### src/rtl/operand_loader.sv
// Operand loader: assembles NUM_WORDS little-endian input words into one
// X_W-bit operand, flags malformed operands, and hands complete operands to
// the downstream reduction stage through a one-deep output register.
module operand_loader #(
  parameter int WORD_W    = 32,
  parameter int X_W       = 300,
  parameter int NUM_WORDS = 10
) (
  input  logic              clk,
  input  logic              reset,
  input  logic              in_valid,
  input  logic [WORD_W-1:0] in_data,
  input  logic              in_last,
  output logic              in_ready,
  output logic              x_valid,
  output logic [X_W-1:0]    x_data,
  input  logic              x_ready,
  output logic              err_valid,
  output logic [1:0]        err_code,
  output logic [15:0]       op_count
);

  localparam int CNT_W     = (NUM_WORDS > 1) ? $clog2(NUM_WORDS) : 1;
  // Number of bits of the final word that land inside the operand.
  localparam int LAST_BITS = X_W - (NUM_WORDS - 1) * WORD_W;
  localparam logic [WORD_W-1:0] LAST_MASK = {WORD_W{1'b1}} >> (WORD_W - LAST_BITS);
  localparam logic [CNT_W-1:0]  LAST_IDX  = CNT_W'(NUM_WORDS - 1);

  localparam logic [1:0] ERR_EARLY_LAST   = 2'b01;
  localparam logic [1:0] ERR_MISSING_LAST = 2'b10;
  localparam logic [1:0] ERR_OVERFLOW     = 2'b11;

  typedef enum logic [1:0] {COLLECT, HOLD, DISCARD} state_t;

  state_t            state_q, state_d;
  logic [CNT_W-1:0]  cnt_q, cnt_d;
  logic [X_W-1:0]    asm_q, asm_d;
  logic              x_valid_q, x_valid_d;
  logic [X_W-1:0]    x_data_q, x_data_d;
  logic              err_valid_q, err_valid_d;
  logic [1:0]        err_code_q, err_code_d;
  logic [15:0]       op_count_q, op_count_d;

  logic              accept;
  logic              pop;
  logic              out_free;
  logic              overflow;
  logic [X_W-1:0]    asm_wr;

  assign in_ready = (state_q != HOLD) && !reset;
  assign accept   = in_valid && in_ready;
  assign pop      = x_valid_q && x_ready;
  // The output register can take a new operand if it is empty or being drained now.
  assign out_free = !x_valid_q || pop;
  // Any set bit of the final word above the operand width is an overflow.
  assign overflow = |(in_data & ~LAST_MASK);

  // Assembly image with the incoming word merged into the slot chosen by the counter.
  genvar gi;
  generate
    for (gi = 0; gi < NUM_WORDS - 1; gi++) begin : g_word
      assign asm_wr[gi*WORD_W +: WORD_W] =
        (cnt_q == CNT_W'(gi)) ? in_data : asm_q[gi*WORD_W +: WORD_W];
    end
  endgenerate
  assign asm_wr[(NUM_WORDS-1)*WORD_W +: LAST_BITS] =
    (cnt_q == LAST_IDX) ? in_data[LAST_BITS-1:0]
                        : asm_q[(NUM_WORDS-1)*WORD_W +: LAST_BITS];

  // Next-state logic: word collection, error detection, and output hand-off.
  always_comb begin
    state_d     = state_q;
    cnt_d       = cnt_q;
    asm_d       = asm_q;
    x_valid_d   = x_valid_q && !pop;
    x_data_d    = x_data_q;
    err_valid_d = 1'b0;
    err_code_d  = err_code_q;
    op_count_d  = op_count_q + 16'(pop);

    case (state_q)
      COLLECT: begin
        if (accept) begin
          asm_d = asm_wr;
          if (cnt_q != LAST_IDX) begin
            if (in_last) begin
              err_valid_d = 1'b1;
              err_code_d  = ERR_EARLY_LAST;
              cnt_d       = '0;
            end else begin
              cnt_d = cnt_q + CNT_W'(1);
            end
          end else begin
            cnt_d = '0;
            if (!in_last) begin
              // Missing terminator wins over overflow: the rest of the frame is junk.
              err_valid_d = 1'b1;
              err_code_d  = ERR_MISSING_LAST;
              state_d     = DISCARD;
            end else if (overflow) begin
              err_valid_d = 1'b1;
              err_code_d  = ERR_OVERFLOW;
            end else if (out_free) begin
              x_data_d  = asm_wr;
              x_valid_d = 1'b1;
            end else begin
              state_d = HOLD;
            end
          end
        end
      end
      HOLD: begin
        if (out_free) begin
          x_data_d  = asm_q;
          x_valid_d = 1'b1;
          state_d   = COLLECT;
        end
      end
      DISCARD: begin
        if (accept && in_last) begin
          state_d = COLLECT;
        end
      end
      default: state_d = COLLECT;
    endcase
  end

  // State and output registers with asynchronous clear.
  always_ff @(posedge clk or posedge reset) begin
    if (reset) begin
      state_q     <= COLLECT;
      cnt_q       <= '0;
      asm_q       <= '0;
      x_valid_q   <= 1'b0;
      x_data_q    <= '0;
      err_valid_q <= 1'b0;
      err_code_q  <= 2'b00;
      op_count_q  <= 16'h0000;
    end else begin
      state_q     <= state_d;
      cnt_q       <= cnt_d;
      asm_q       <= asm_d;
      x_valid_q   <= x_valid_d;
      x_data_q    <= x_data_d;
      err_valid_q <= err_valid_d;
      err_code_q  <= err_code_d;
      op_count_q  <= op_count_d;
    end
  end

  assign x_valid   = x_valid_q;
  assign x_data    = x_data_q;
  assign err_valid = err_valid_q;
  assign err_code  = err_code_q;
  assign op_count  = op_count_q;

endmodule

### config.mk
export PLATFORM = sky130hd
export DESIGN_NAME = operand_loader
export DESIGN_NICKNAME = d
export VERILOG_FILES = /design/src/rtl/operand_loader.sv
export SDC_FILE = /design/constraint.sdc
export NUM_CORES = 2
export LEC_CHECK = 0
export BUFFER_PORTS_ARGS = -buffer_cell sky130_fd_sc_hd__clkbuf_2
export CORE_MARGIN = 2
export CORE_UTILIZATION = 45
export CTS_BUF_LIST = sky130_fd_sc_hd__clkbuf_16
export CTS_CLUSTER_DIAMETER = 200
export DETAILED_ROUTE_END_ITERATION = 16
export PLACE_DENSITY = 0.67
export SETUP_SLACK_MARGIN = 0.3
export SLEW_MARGIN = 20
export SYNTH_ARGS = -nofsm -noshare
export SYNTH_HDL_FRONTEND = slang
export SYNTH_SLANG_ARGS = --single-unit
### constraint.sdc
create_clock -name clk -period 20.6 [get_ports clk]
set_input_delay 4.12 -clock clk [delete_from_list [all_inputs] [get_ports clk]]
set_output_delay 4.12 -clock clk [all_outputs]
set_load 0.01 [all_outputs]
==> impl_metrics.py <==
metrics = {
    "sta": {
        "fin_skew_ns": 0.0202,
        "slew-limit-headroom_pct": 26.3,
        "slew_violations": 0,
        "hold_violations": 0,
        "rsz0062_at_grt": "no",
        "finalCritPeriodShare_pct": 41.8,
        "setup_violations": 0,
        "max_freq_mhz": 116,
        "max_slew.worst_pin.slew_ns": 1.10,
        "layout_min_cycle_time_ns": 8.62,
        "finalSetupTns_ns": 0,
    },
    "routing": {
        "avgViaCountPerCell": 5.74,
        "wl_per_cell_um": 22.8,
        "top_layer_used": "met4",
        "vias": 18500,
        "dr_wl_met3_um": 3910,
        "wl_um": 73700,
        "wl_met2_um": 35100,
        "drc_errors": 0,
        "wl_met1_um": 32500,
        "ant_nets": 0,
        "dr.first_iter.drc_count": 1471,
        "drt_first_pass_iters": 5,
    },
    "clock_network": {
        "hold_buffers": 0,
        "cts_num_sinks": 626,
        "clkTransAtPathRegs_ns": 0.06,
        "htreeDepth": 3,
        "cts_repair_resize_count": 0,
        "numCtsBuffers": 68,
        "root_buffer": "clkbuf_16",
        "clkLatencyLatePin_ns": 0.60,
        "cts_buffer_depth": 3,
        "cts_tree": "built",
        "cts_setup_buffers": 0,
    },
    "worst_hold_path": {
        "hold_path_class": "flop to flop",
        "worst_hold_startpoint": "op_count[15]$_DFF_PP0_",
        "min_path_cells": 1,
        "min_to": "op_count[15]$_DFF_PP0_",
    },
    "global_route": {
        "antenna_found_initial": 0,
        "grt_use_total_pct": 23.7,
        "grt-ovfl-total": 0,
        "grt_pass1_vias": 18700,
        "grt_max_degree": 301,
        "grt_first_pass_wirelength_um": 114000,
    },
    "critical_path": {
        "worstSetupEndpointType": "primary output",
        "crit_buf_inv": 2,
        "ff2ff_setup_slack_ns": 16.48,
        "path_class": "input pin to primary output",
        "regToRegStartpoint": "cnt_q[1]$_DFFE_PP0P_",
        "reg2reg_depth": 9,
        "cp.required_ns": 16.48,
        "cpMaxStageDelayCell": "clkbuf_2",
        "crit_arrival_ns": 4.50,
        "cp-start-kind": "input pin",
        "crit_fanout": 3,
        "max_stage_delay_ns": 0.14,
        "worstPathCellList": "clkbuf_2 -> nor2_1 -> clkbuf_2",
        "critPathTopFamily": "buffers and inverters",
        "crit_top_cell": "clkbuf_2",
        "reg2reg_to": "x_data[154]$_DFFE_PP0P_",
    },
    "placed_design": {
        "detailedPlacementHpwl_um": 44600,
        "io_buffers": 357,
        "gp_congestion": 0.816,
        "dpl-instance-area_mm2": 0.0289,
    },
    "yosys": {
        "ys_seq_elements": 626,
        "synth_nets": 2221,
        "synth_edf_count": 0,
        "syn-cell-area_mm2": 0.0270,
        "synth_top_flop_cell": "dfrtp_1",
        "post_synth.cell_area_avg_um2": 12.4,
        "synth_seq_area_share_pct": 58.0,
        "synth_cell_types": 40,
        "async_flop_share_pct": 100,
        "synth_warnings": 0,
        "netlist_instances": 2178,
    },
    "floorplan": {
        "dieArea_mm2": 0.0620,
        "rows": 89,
        "die_w_um": 249,
        "io_pins": 358,
        "initial_core_util_pct": 45.7,
        "core_mm2": 0.0591,
        "die_h_um": 249,
    },
    "layout": {
        "syn2layout_area_growth_pct": 14.9,
        "num_antenna_cells": 0,
        "nets": 2454,
        "finish.instance_area_mm2": 0.0310,
        "drive_gt1_share_pct": 32.6,
    },
    "power_and_ir_drop": {
        "p_leak_nw": 15.9,
        "pwr_density_cell_mw_per_mm2": 108,
        "peakVddDrop_mv": 0.0622,
    },
    "status": {
        "outcome": "finished clean",
    },
    "flow_run": {
        "cap_viol_max_count": 0,
    },
}
## cells by family after synthesis
kind of cell,Yosys count,share of synthesized area [%]
adder cells (fa/ha/maj),6,0.278
multiplexers,600,23.6
AND/OR/NAND/NOR,84,1.63
XOR/XNOR,14,0.454
buffers and inverters,229,4.46
AO/OA/AOI/OAI,619,11.6
flip-flops,626,58.0
## metrics by stage
step                      std cells  hold WS [ns]  power (W)  util [%]  setup WS, ns
after global placement         3111         0.461    0.00222      48.9         11.97
final                          3230         0.479    0.00336      52.5         11.98
after detailed placement       3111         0.472    0.00226      48.9         11.97
after CTS                      3227         0.483    0.00339      52.3         11.97
after global routing           3230         0.489    0.00353      52.5         11.94
after floorplan                2178         0.478    0.00209         -          7.93
## cell usage after synthesis (3+ instances only)
master / number / area (um^2)
nand4_1: 3 / 18.8
xnor2_1: 12 / 105
and2_1: 3 / 18.8
clkbuf_2: 3 / 15.0
and3_1: 3 / 18.8
mux2_2: 300 / 3380
nor2b_1: 3 / 18.8
ha_1: 6 / 75.1
clkbuf_1: 114 / 428
mux2i_1: 300 / 3000
o21ai_1: 300 / 1500
nor4_2: 3 / 37.5
inv_1: 5 / 18.8
nand2_1: 27 / 101
buf_2: 74 / 370
nor3_1: 5 / 25.0
a21oi_1: 3 / 15.0
buf_6: 33 / 372
dfrtp_1: 626 / 15700
o21ai_0: 310 / 1550
nand3_1: 9 / 45.0
nor2_1: 16 / 60.1
## metal layers
| layer | track usage (%) | up-vias |
|---|---|---|
| li1 | - | 8207 |
| met1 | 32.9 | 9667 |
| met2 | 37.6 | 547 |
| met3 | 4.28 | 125 |
| met4 | 8.11 | 0 |
| met5 | 0 | - |
## final cells by class
| cell class | count | area (um^2) |
|---|---|---|
| repair buffers | 387 | 2120 |
| fillers | 5095 | 28100 |
| clock buffers | 69 | 1730 |
| inverters | 5 | 22.5 |
| clock inverters | 47 | 287 |
| flip-flops and latches | 626 | 15700 |
| well taps | 773 | 967 |
| multi-input cells | 1323 | 10200 |
## cells in the final DEF (no fill, tap or decap), types with 2 or more instances in the layout
cell and instances:
nor2_1 12, o21ai_1 300, buf_12 3, nor4_2 3, clkbuf_16 69, mux2_2 300
xor2_1 2, ha_1 6, buf_16 3, nor2_4 4, nand2_1 15, nor2b_1 3
inv_6 2, clkbuf_2 357, nor3_1 4, bufinv_16 3, nand2b_1 2, buf_4 20
xnor2_1 12, and2_1 3, mux2i_1 300, and3_1 3, clkinv_2 9, clkinv_1 15
dfrtp_1 626, buf_6 4, nand3_1 9, inv_1 20, a21oi_1 3, o21ai_0 310
clkinv_4 2, nand2_2 12, nand4_1 3
## sequential cells by signal, summed over array words and instances, names as in the netlist
register	count
op_count	16
x_data	300
x_valid	1
state_q	2
err_code	2
asm_q	300
err_valid	1
cnt_q	4
## worst max-delay path by stage
stage,startpoint,endpoint,cells past startpoint
after CTS,reset,in_ready,3
after global routing,reset,in_ready,3
after floorplan,reset,asm_q[0]$_DFFE_PP0P_,1
after global placement,reset,in_ready,3
after detailed placement,reset,in_ready,3
final,reset,in_ready,3
## power breakdown
part / total, W / leakage, nW / switching (W) / internal [W]
combinational: 0.000693 / 6.34 / 0.000366 / 0.000327
clock: 0.00113 / 1.05 / 0.000489 / 0.000642
sequential: 0.00154 / 8.46 / 0.000102 / 0.00144
total: 0.00336 / 15.9 / 0.000957 / 0.00240
Note: power is estimated with default switching activity, not from simulation.
